File: src/rtl/vga_pkg.sv
// vga_pkg: shared constants and types for the VGA frame-buffer fetch path.
// Contents: bus word size, default 640x480 @ 8 bpp geometry, the derived
// frame size in words, fetch FSM state encodings and an address-step helper.
package vga_pkg;

  localparam int unsigned BYTES_PER_WORD      = 4;
  localparam int unsigned H_ACTIVE            = 640;
  localparam int unsigned V_ACTIVE            = 480;
  localparam int unsigned BITS_PER_PIXEL      = 8;
  localparam int unsigned DEFAULT_FRAME_WORDS =
    (H_ACTIVE * V_ACTIVE * BITS_PER_PIXEL) / (BYTES_PER_WORD * 8);

  typedef enum logic [1:0] {
    ST_IDLE  = 2'd0,
    ST_REQ   = 2'd1,
    ST_GAP   = 2'd2,
    ST_DRAIN = 2'd3
  } fetch_state_e;

  // Byte address of the word that follows addr (wraps at 32 bits).
  function automatic logic [31:0] next_word_addr(input logic [31:0] addr);
    return addr + 32'(BYTES_PER_WORD);
  endfunction

endpackage

File: src/rtl/vga_fetch_if.sv
// vga_fetch_if: read-only bus port between the VGA fetch master and the bus
// controller's VGA master port.
//   vga_read     master->slave  read request, held until data returns
//   vga_address  master->slave  byte address of the request
//   vga_wait     slave->master  low while bus_readdata is valid
//   bus_readdata slave->master  read data
interface vga_fetch_if;
  logic        vga_read;
  logic [31:0] vga_address;
  logic        vga_wait;
  logic [31:0] bus_readdata;

  modport master (output vga_read, output vga_address,
                  input  vga_wait, input  bus_readdata);
  modport slave  (input  vga_read, input  vga_address,
                  output vga_wait, output bus_readdata);
endinterface

File: src/rtl/fifo_sync.sv
// fifo_sync: single-clock show-ahead FIFO. dout is a register that always
// holds the head word; it keeps its last value while the FIFO is empty.
//   clock/reset  rising-edge clock, async active-high reset
//   push/din     write din when not full (or when a pop frees a slot)
//   pop          drop the head word; ignored while empty
//   flush        empty the FIFO; wins over push and pop
//   dout/count/empty/full  head word and occupancy
module fifo_sync #(
  parameter int unsigned WIDTH = 32,
  parameter int unsigned DEPTH = 16
) (
  input  logic                     clock,
  input  logic                     reset,
  input  logic                     push,
  input  logic                     pop,
  input  logic                     flush,
  input  logic [WIDTH-1:0]         din,
  output logic [WIDTH-1:0]         dout,
  output logic [$clog2(DEPTH):0]   count,
  output logic                     empty,
  output logic                     full
);
  localparam int unsigned AW = $clog2(DEPTH);
  localparam logic [AW-1:0] PTR_ONE  = AW'(1'b1);
  localparam logic [AW:0]   CNT_ZERO = {(AW+1){1'b0}};
  localparam logic [AW:0]   CNT_ONE  = (AW+1)'(1'b1);
  localparam logic [AW:0]   CNT_FULL = (AW+1)'(DEPTH);

  logic [WIDTH-1:0] mem_q [DEPTH];
  logic [AW-1:0]    rd_ptr_q, rd_ptr_d, wr_ptr_q, wr_ptr_d;
  logic [AW:0]      count_q, count_d;
  logic [WIDTH-1:0] dout_q, dout_d;
  logic             push_ok, pop_ok;

  assign empty   = (count_q == CNT_ZERO);
  assign full    = (count_q == CNT_FULL);
  assign pop_ok  = pop && !empty && !flush;
  assign push_ok = push && (!full || pop_ok) && !flush;
  assign count   = count_q;
  assign dout    = dout_q;

  // Next pointers, occupancy and head word.
  always_comb begin
    rd_ptr_d = rd_ptr_q;
    wr_ptr_d = wr_ptr_q;
    count_d  = count_q;
    dout_d   = dout_q;
    if (flush) begin
      rd_ptr_d = {AW{1'b0}};
      wr_ptr_d = {AW{1'b0}};
      count_d  = CNT_ZERO;
    end else begin
      if (push_ok) wr_ptr_d = wr_ptr_q + PTR_ONE;
      else         wr_ptr_d = wr_ptr_q;
      if (pop_ok)  rd_ptr_d = rd_ptr_q + PTR_ONE;
      else         rd_ptr_d = rd_ptr_q;
      case ({push_ok, pop_ok})
        2'b10:   count_d = count_q + CNT_ONE;
        2'b01:   count_d = count_q - CNT_ONE;
        default: count_d = count_q;
      endcase
      // The word behind the head is already stored when count >= 2; with a
      // single entry the incoming word (if any) becomes the new head.
      if (pop_ok) begin
        if (count_q > CNT_ONE) dout_d = mem_q[rd_ptr_q + PTR_ONE];
        else if (push_ok)      dout_d = din;
        else                   dout_d = dout_q;
      end else if (empty && push_ok) begin
        dout_d = din;
      end else begin
        dout_d = dout_q;
      end
    end
  end

  // Storage array; no reset needed, occupancy guards every read.
  always_ff @(posedge clock) begin
    if (push_ok) mem_q[wr_ptr_q] <= din;
  end

  // Pointer, count and head registers.
  always_ff @(posedge clock or posedge reset) begin
    if (reset) begin
      rd_ptr_q <= {AW{1'b0}};
      wr_ptr_q <= {AW{1'b0}};
      count_q  <= CNT_ZERO;
      dout_q   <= {WIDTH{1'b0}};
    end else begin
      rd_ptr_q <= rd_ptr_d;
      wr_ptr_q <= wr_ptr_d;
      count_q  <= count_d;
      dout_q   <= dout_d;
    end
  end
endmodule

File: src/rtl/vga_fetch.sv
// vga_fetch: bus master streaming frame-buffer words into a show-ahead FIFO.
//   clock/reset   rising-edge clock, async active-high reset
//   enable        fetch allowed; sampled at frame_start
//   base_address  frame base byte address; latched at frame_start
//   frame_start   one-cycle pulse restarting the frame fetch
//   bus           master side of vga_fetch_if (vga_read/vga_address out,
//                 vga_wait/bus_readdata in)
//   pix_pop       consume the head word
//   pix_data      head word, pix_valid FIFO not empty
//   underflow     sticky flag, pix_pop seen while empty; cleared on restart
module vga_fetch import vga_pkg::*; #(
  parameter int unsigned FIFO_DEPTH  = 16,
  parameter int unsigned FRAME_WORDS = DEFAULT_FRAME_WORDS
) (
  input  logic        clock,
  input  logic        reset,
  input  logic        enable,
  input  logic [31:0] base_address,
  input  logic        frame_start,
  vga_fetch_if.master bus,
  input  logic        pix_pop,
  output logic [31:0] pix_data,
  output logic        pix_valid,
  output logic        underflow
);
  localparam int unsigned WL_W  = $clog2(FRAME_WORDS + 1);
  localparam int unsigned CNT_W = $clog2(FIFO_DEPTH) + 1;
  localparam logic [CNT_W-1:0] DEPTH_CNT = CNT_W'(FIFO_DEPTH);
  localparam logic [WL_W-1:0]  WL_FULL   = WL_W'(FRAME_WORDS);
  localparam logic [WL_W-1:0]  WL_ZERO   = {WL_W{1'b0}};
  localparam logic [WL_W-1:0]  WL_ONE    = WL_W'(1'b1);

  fetch_state_e      state_q, state_d;
  logic [31:0]       addr_q, addr_d;
  logic [WL_W-1:0]   words_left_q, words_left_d;
  logic              underflow_q, underflow_d;
  logic              pend_en_q, pend_en_d;
  logic [31:0]       pend_base_q, pend_base_d;
  logic              read_q, read_d;

  logic              restart, rs_en;
  logic [31:0]       rs_base;
  logic              fifo_push, fifo_flush, fifo_empty, fifo_full;
  logic [CNT_W-1:0]  fifo_count;

  fifo_sync #(.WIDTH(32), .DEPTH(FIFO_DEPTH)) u_fifo (
    .clock (clock),
    .reset (reset),
    .push  (fifo_push),
    .pop   (pix_pop),
    .flush (fifo_flush),
    .din   (bus.bus_readdata),
    .dout  (pix_data),
    .count (fifo_count),
    .empty (fifo_empty),
    .full  (fifo_full)
  );

  assign bus.vga_read    = read_q;
  assign bus.vga_address = addr_q;
  assign pix_valid       = !fifo_empty;
  assign underflow       = underflow_q;

  // Fetch FSM next state, frame counters and restart handling.
  always_comb begin
    state_d      = state_q;
    addr_d       = addr_q;
    words_left_d = words_left_q;
    pend_en_d    = pend_en_q;
    pend_base_d  = pend_base_q;
    underflow_d  = underflow_q;
    fifo_push    = 1'b0;
    fifo_flush   = 1'b0;
    restart      = 1'b0;
    rs_en        = enable;
    rs_base      = base_address;

    case (state_q)
      ST_IDLE: begin
        if (frame_start) restart = 1'b1;
        else             state_d = ST_IDLE;
      end
      ST_GAP: begin
        if (frame_start)                    restart = 1'b1;
        else if (words_left_q == WL_ZERO)   state_d = ST_IDLE;
        else if (fifo_count < DEPTH_CNT)    state_d = ST_REQ;
        else                                state_d = ST_GAP;
      end
      ST_REQ: begin
        if (frame_start) begin
          // Data returning in this very cycle is simply discarded.
          if (!bus.vga_wait) begin
            restart = 1'b1;
          end else begin
            pend_en_d   = enable;
            pend_base_d = base_address;
            state_d     = ST_DRAIN;
          end
        end else if (!bus.vga_wait) begin
          fifo_push    = !fifo_full;
          addr_d       = next_word_addr(addr_q);
          words_left_d = words_left_q - WL_ONE;
          state_d      = ST_GAP;
        end else begin
          state_d = ST_REQ;
        end
      end
      ST_DRAIN: begin
        // A later frame_start overrides the one that started the drain.
        if (frame_start) begin
          pend_en_d   = enable;
          pend_base_d = base_address;
        end else begin
          pend_en_d   = pend_en_q;
          pend_base_d = pend_base_q;
        end
        if (!bus.vga_wait) begin
          restart = 1'b1;
          rs_en   = frame_start ? enable : pend_en_q;
          rs_base = frame_start ? base_address : pend_base_q;
        end else begin
          state_d = ST_DRAIN;
        end
      end
      default: state_d = ST_IDLE;
    endcase

    // Restart flushes the FIFO, so it also masks a pix_pop in the same cycle.
    if (restart) begin
      fifo_flush  = 1'b1;
      underflow_d = 1'b0;
      if (rs_en) begin
        addr_d       = rs_base;
        words_left_d = WL_FULL;
        state_d      = ST_GAP;
      end else begin
        words_left_d = WL_ZERO;
        state_d      = ST_IDLE;
      end
    end else begin
      underflow_d = underflow_q | (pix_pop & fifo_empty);
    end

    read_d = (state_d == ST_REQ) || (state_d == ST_DRAIN);
  end

  // FSM and datapath registers.
  always_ff @(posedge clock or posedge reset) begin
    if (reset) begin
      state_q      <= ST_IDLE;
      addr_q       <= 32'h0000_0000;
      words_left_q <= WL_ZERO;
      underflow_q  <= 1'b0;
      pend_en_q    <= 1'b0;
      pend_base_q  <= 32'h0000_0000;
      read_q       <= 1'b0;
    end else begin
      state_q      <= state_d;
      addr_q       <= addr_d;
      words_left_q <= words_left_d;
      underflow_q  <= underflow_d;
      pend_en_q    <= pend_en_d;
      pend_base_q  <= pend_base_d;
      read_q       <= read_d;
    end
  end
endmodule
File: src/flat_wrapper.sv
// flat-port wrapper written by rule: the top's interface ports become plain ports
module vga_fetch_flat import vga_pkg::*;
#(
  parameter int unsigned FIFO_DEPTH  = 16,
  parameter int unsigned FRAME_WORDS = DEFAULT_FRAME_WORDS
)
  (clock, reset, enable, base_address, frame_start, pix_pop, pix_data, pix_valid, underflow, bus_vga_read, bus_vga_address, bus_vga_wait, bus_bus_readdata);
  vga_fetch_if bus_i ();
  input  logic clock;
  input  logic reset;
  input  logic enable;
  input  logic [31:0] base_address;
  input  logic frame_start;
  input  logic pix_pop;
  output logic [31:0] pix_data;
  output logic pix_valid;
  output logic underflow;
  output wire logic [$bits(bus_i.vga_read)-1:0] bus_vga_read;
  output wire logic [$bits(bus_i.vga_address)-1:0] bus_vga_address;
  input wire logic [$bits(bus_i.vga_wait)-1:0] bus_vga_wait;
  input wire logic [$bits(bus_i.bus_readdata)-1:0] bus_bus_readdata;
  assign bus_vga_read = bus_i.vga_read;
  assign bus_vga_address = bus_i.vga_address;
  assign bus_i.vga_wait = bus_vga_wait;
  assign bus_i.bus_readdata = bus_bus_readdata;
  vga_fetch #(.FIFO_DEPTH(FIFO_DEPTH), .FRAME_WORDS(FRAME_WORDS)) u_core (.clock(clock), .reset(reset), .enable(enable), .base_address(base_address), .frame_start(frame_start), .bus(bus_i), .pix_pop(pix_pop), .pix_data(pix_data), .pix_valid(pix_valid), .underflow(underflow));
endmodule
File: config.mk
export PLATFORM = sky130hd
export DESIGN_NAME = vga_fetch_flat
export DESIGN_NICKNAME = d
export VERILOG_FILES = /design/src/rtl/vga_pkg.sv /design/src/rtl/vga_fetch_if.sv /design/src/rtl/fifo_sync.sv /design/src/rtl/vga_fetch.sv /design/src/flat_wrapper.sv
export SDC_FILE = /design/constraint.sdc
export NUM_CORES = 1
export LEC_CHECK = 0
export ABC_AREA = 1
export BUFFER_PORTS_ARGS = -buffer_cell sky130_fd_sc_hd__buf_2
export CAP_MARGIN = 0
export CORE_ASPECT_RATIO = 0.5
export CORE_UTILIZATION = 45
export CTS_CLUSTER_SIZE = 16
export DETAILED_ROUTE_END_ITERATION = 12
export PLACE_DENSITY = 0.59
export SLEW_MARGIN = 10
export SYNTH_ARGS = -nofsm -noshare
export SYNTH_HDL_FRONTEND = slang
export SYNTH_SLANG_ARGS = --single-unit
File: constraint.sdc
create_clock -name clock -period 5.2 [get_ports clock]
set_input_delay 0.78 -clock clock [delete_from_list [all_inputs] [get_ports clock]]
set_output_delay 0.78 -clock clock [all_outputs]
set_load 0.05 [all_outputs]
==> results.txt <==
Detailed Route WL -> 71500 um
Net Count, Synth -> 2786
Die ar. -> 62700 um^2
final slew viol count -> 0
Area Overhead vs Synth -> 12.5%
critical path launch point -> u_core.state_q[0]
reg2reg start -> u_core.state_q[0]
Switching Fraction -> 39.5%
synth warn -> 0
Worst VDD drop -> 0.000403 V
Longest Clk Path Bufs -> 3
EDFF count, synth -> 512
FF-to-FF setup slack -> 1.57 ns
initial antenna violation count -> 2
most numerous cell in the Yosys netlist -> nand2_1
CTS tree -> done
Vias/cell -> 5.35
worst slew pin tran -> 1.23 ns
multiplexer share of the synthesized area -> 0.0721%
Final Setup Violations -> 0
CP endpoint kind -> flip-flop
Skew-Pair Late Insertion Delay -> 0.63 ns
xor and xnor area share after synthesis -> 0.631%
root buffer cell -> clkbuf_16
Highest Clock Rate -> 276 MHz
Min-Delay Path Class -> input pin to async pin
Num CTS Buffers -> 57
crit-path max cell delay -> 0.52 ns
Worst Setup Path Type -> flip-flop to flip-flop
CP Launch Type -> flip-flop
power per cell area -> 520 nW/um^2
H-Tree Depth -> 2
period utilization -> 69.7%
Switch Pwr -> 6.42 mW
Synth Register Bits -> 643
Reg2Reg Depth -> 12
first-pass GRT wire length -> 112000 um
mean post-synth cell area -> 10.3 um^2
Critical Path Most Common Cell -> nand2_1
asr flop ratio synth -> 20.4%
maximum fanout along the worst path -> 33
cells along the critical path -> nand2_1, inv_2, o21ai_2, nand3_2, inv_1, ha_1, nand2_1, nand2_1, buf_4, inv_2, o211ai_1, nand2_1
simple-gate area share of the yosys netlist -> 23.3%
Power, Total -> 16.2 mW
adder-cell share of the synthesized area -> 0.586%
vias in the first global route -> 19.0k
Seq pwr share -> 39.4%
DP HPWL -> 41000 um
outcome -> finished, final reports clean
DR vias -> 19.5k
CTS clk-pin slew, worst paths -> 0.07 ns
std cell rows -> 63
IO Pins -> 137
initial DRC count -> 1847
GPL Wtd Cong -> 0.833
share of post-route cells with drive strength above 1 -> 10.6%
main combinational cell family by area after synthesis -> simple AND/OR/NAND/NOR gates
Synth Cell Area -> 27800 um^2
Max Cap Viol -> 0
GRT Total Usage -> 23.1%
reg2reg end -> u_core.u_fifo.dout[14]
Port Buf Inserts -> 136
antenna-violating nets left -> 0
Post-synth top flop -> edfxtp_1
Slew HR -> 17.9%
Post-Route Setup TNS -> 0 ns
Synth Area in Compound Gates -> 4.39%
RSZ-0062 raised after global routing -> false
worst clock skew -> 0.0432 ns
Yosys cell types -> 44
core area -> 60100 um^2
pin count of the biggest net entering global routing -> 129
total gr overflow -> 0
Yosys top cell by area -> edfxtp_1
nets@finish -> 2867
sequential area share after synthesis -> 67.2%
post_cts resized -> 0
Slowest-stage cell, CP -> nand2_1
clock tree sinks -> 643
crit path DAT -> 4.11 ns
required time worst endpoint -> 5.69 ns
Hold Buf Count CTS -> 0
Starting Density -> 46.2%
Die Y -> 178 um
# DRC -> 0
synth top area cells -> edfxtp_1, nand2_1, dfrtp_1
drt first pass iters -> 6
Comb pwr share -> 33.9%
Avg WL per Cell -> 19.6 um
Int Power -> 9.81 mW
Final Hold Fails -> 0
setup bufs post-CTS -> 0
post-synthesis instance total -> 2703
top post-synthesis cells by count -> nand2_1, edfxtp_1, nand3_1
Largest delay share family, worst path -> buffers and inverters
Clock power frac -> 26.7%
min Tclk post-route -> 3.63 ns
static leakage -> 12.3 nW
Buffers & Inverters on Critical Path -> 4
Die Wd -> 353 um
share of the synthesized area in the top cell type -> 55.4%
[per-stage QoR]
stage | hold WS [ns] | cells | worst slack [ns] | cell area [um^2] | util (%)
final | 0.416 | 3644 | 1.57 | 31200 | 52.0
after detailed placement | 0.463 | 3537 | 1.59 | 29300 | 48.8
after CTS | 0.407 | 3643 | 1.57 | 31200 | 52.0
after global routing | 0.408 | 3644 | 1.31 | 31200 | 52.0
after global placement | 0.462 | 3537 | 1.67 | 29300 | 48.8
after floorplan | 0.452 | 2703 | 0.922 | 27800 | -
[logic make-up (layout without fill, tap and decap cells)]
family,after synthesis,in the layout
buffers and inverters,272,400
muxes,2,2
adders and majority gates,13,13
xor gates and xnor gates,20,20
and+or+nand+nor,1540,1540
other,0,1
AOI/OAI and AO/OA,213,213
DFF,643,643
[placed cells by master, fill, tap and decap left out, drive strengths merged, types with 4 or more instances in the layout]
cell,instances
a21oi,38
a22oi,5
buf,170
bufinv,6
clkbuf,66
clkinv,29
clkinvlp,5
dfrtp,131
edfxtp,512
ha,13
inv,124
nand2,914
nand3,478
nand4,6
nor2,125
nor3,11
o211ai,36
o21ai,114
o22ai,4
xnor2,7
xor2,13
[worst max path at each step]
stage,cells after the start,end
after floorplan,1,u_core.bus.vga_address[0]
after global placement,12,u_core.u_fifo.dout[14]
after detailed placement,12,u_core.u_fifo.dout[28]
after CTS,12,u_core.u_fifo.dout[14]
after global routing,12,u_core.u_fifo.dout[16]
final,12,u_core.u_fifo.dout[14]
[registers in the layout, summed over array words and instances, names as in the netlist, 2 cells and up]
signal	cells
u_core.u_fifo.wr_ptr_q	4
u_core.u_fifo.count	5
u_core.bus.vga_address	32
u_core.u_fifo.dout	32
u_core.state_q	2
u_core.u_fifo.rd_ptr_q	4
u_core.pend_base_q	32
u_core.u_fifo.mem_q	512
u_core.words_left_q	17
[power groups by stage]
stage               registers, mW  logic [mW]  clock network (mW)
floorplan                    7.18        3.17                   0
global placement             6.50        5.49                   0
detailed placement           6.51        5.53                   0
CTS                          6.40        5.55                4.41
global route                 6.45        6.12                4.60
finish                       6.40        5.50                4.33
[metal layers]
metal / up-vias / GRT usage [%] / part of all wire [%]
met5: - / 0 / 0
met4: 0 / 5.47 / 2.0
met3: 92 / 3.34 / 5.3
met2: 518 / 37.2 / 46
met1: 9471 / 33.1 / 46
li1: 9410 / - / -
[area by class of cell]
cell class	count	area, um^2
Fill cell	5437	28900
Clock buffer	66	1490
Sequential cell	643	18700
Timing Repair Buffer	170	961
Multi-Input combinational cell	1788	8190
Antenna cell	1	2.50
Clock inverter	40	412
Inverter	124	478
Tap cell	812	1020
(Power assumes the default switching activity.)
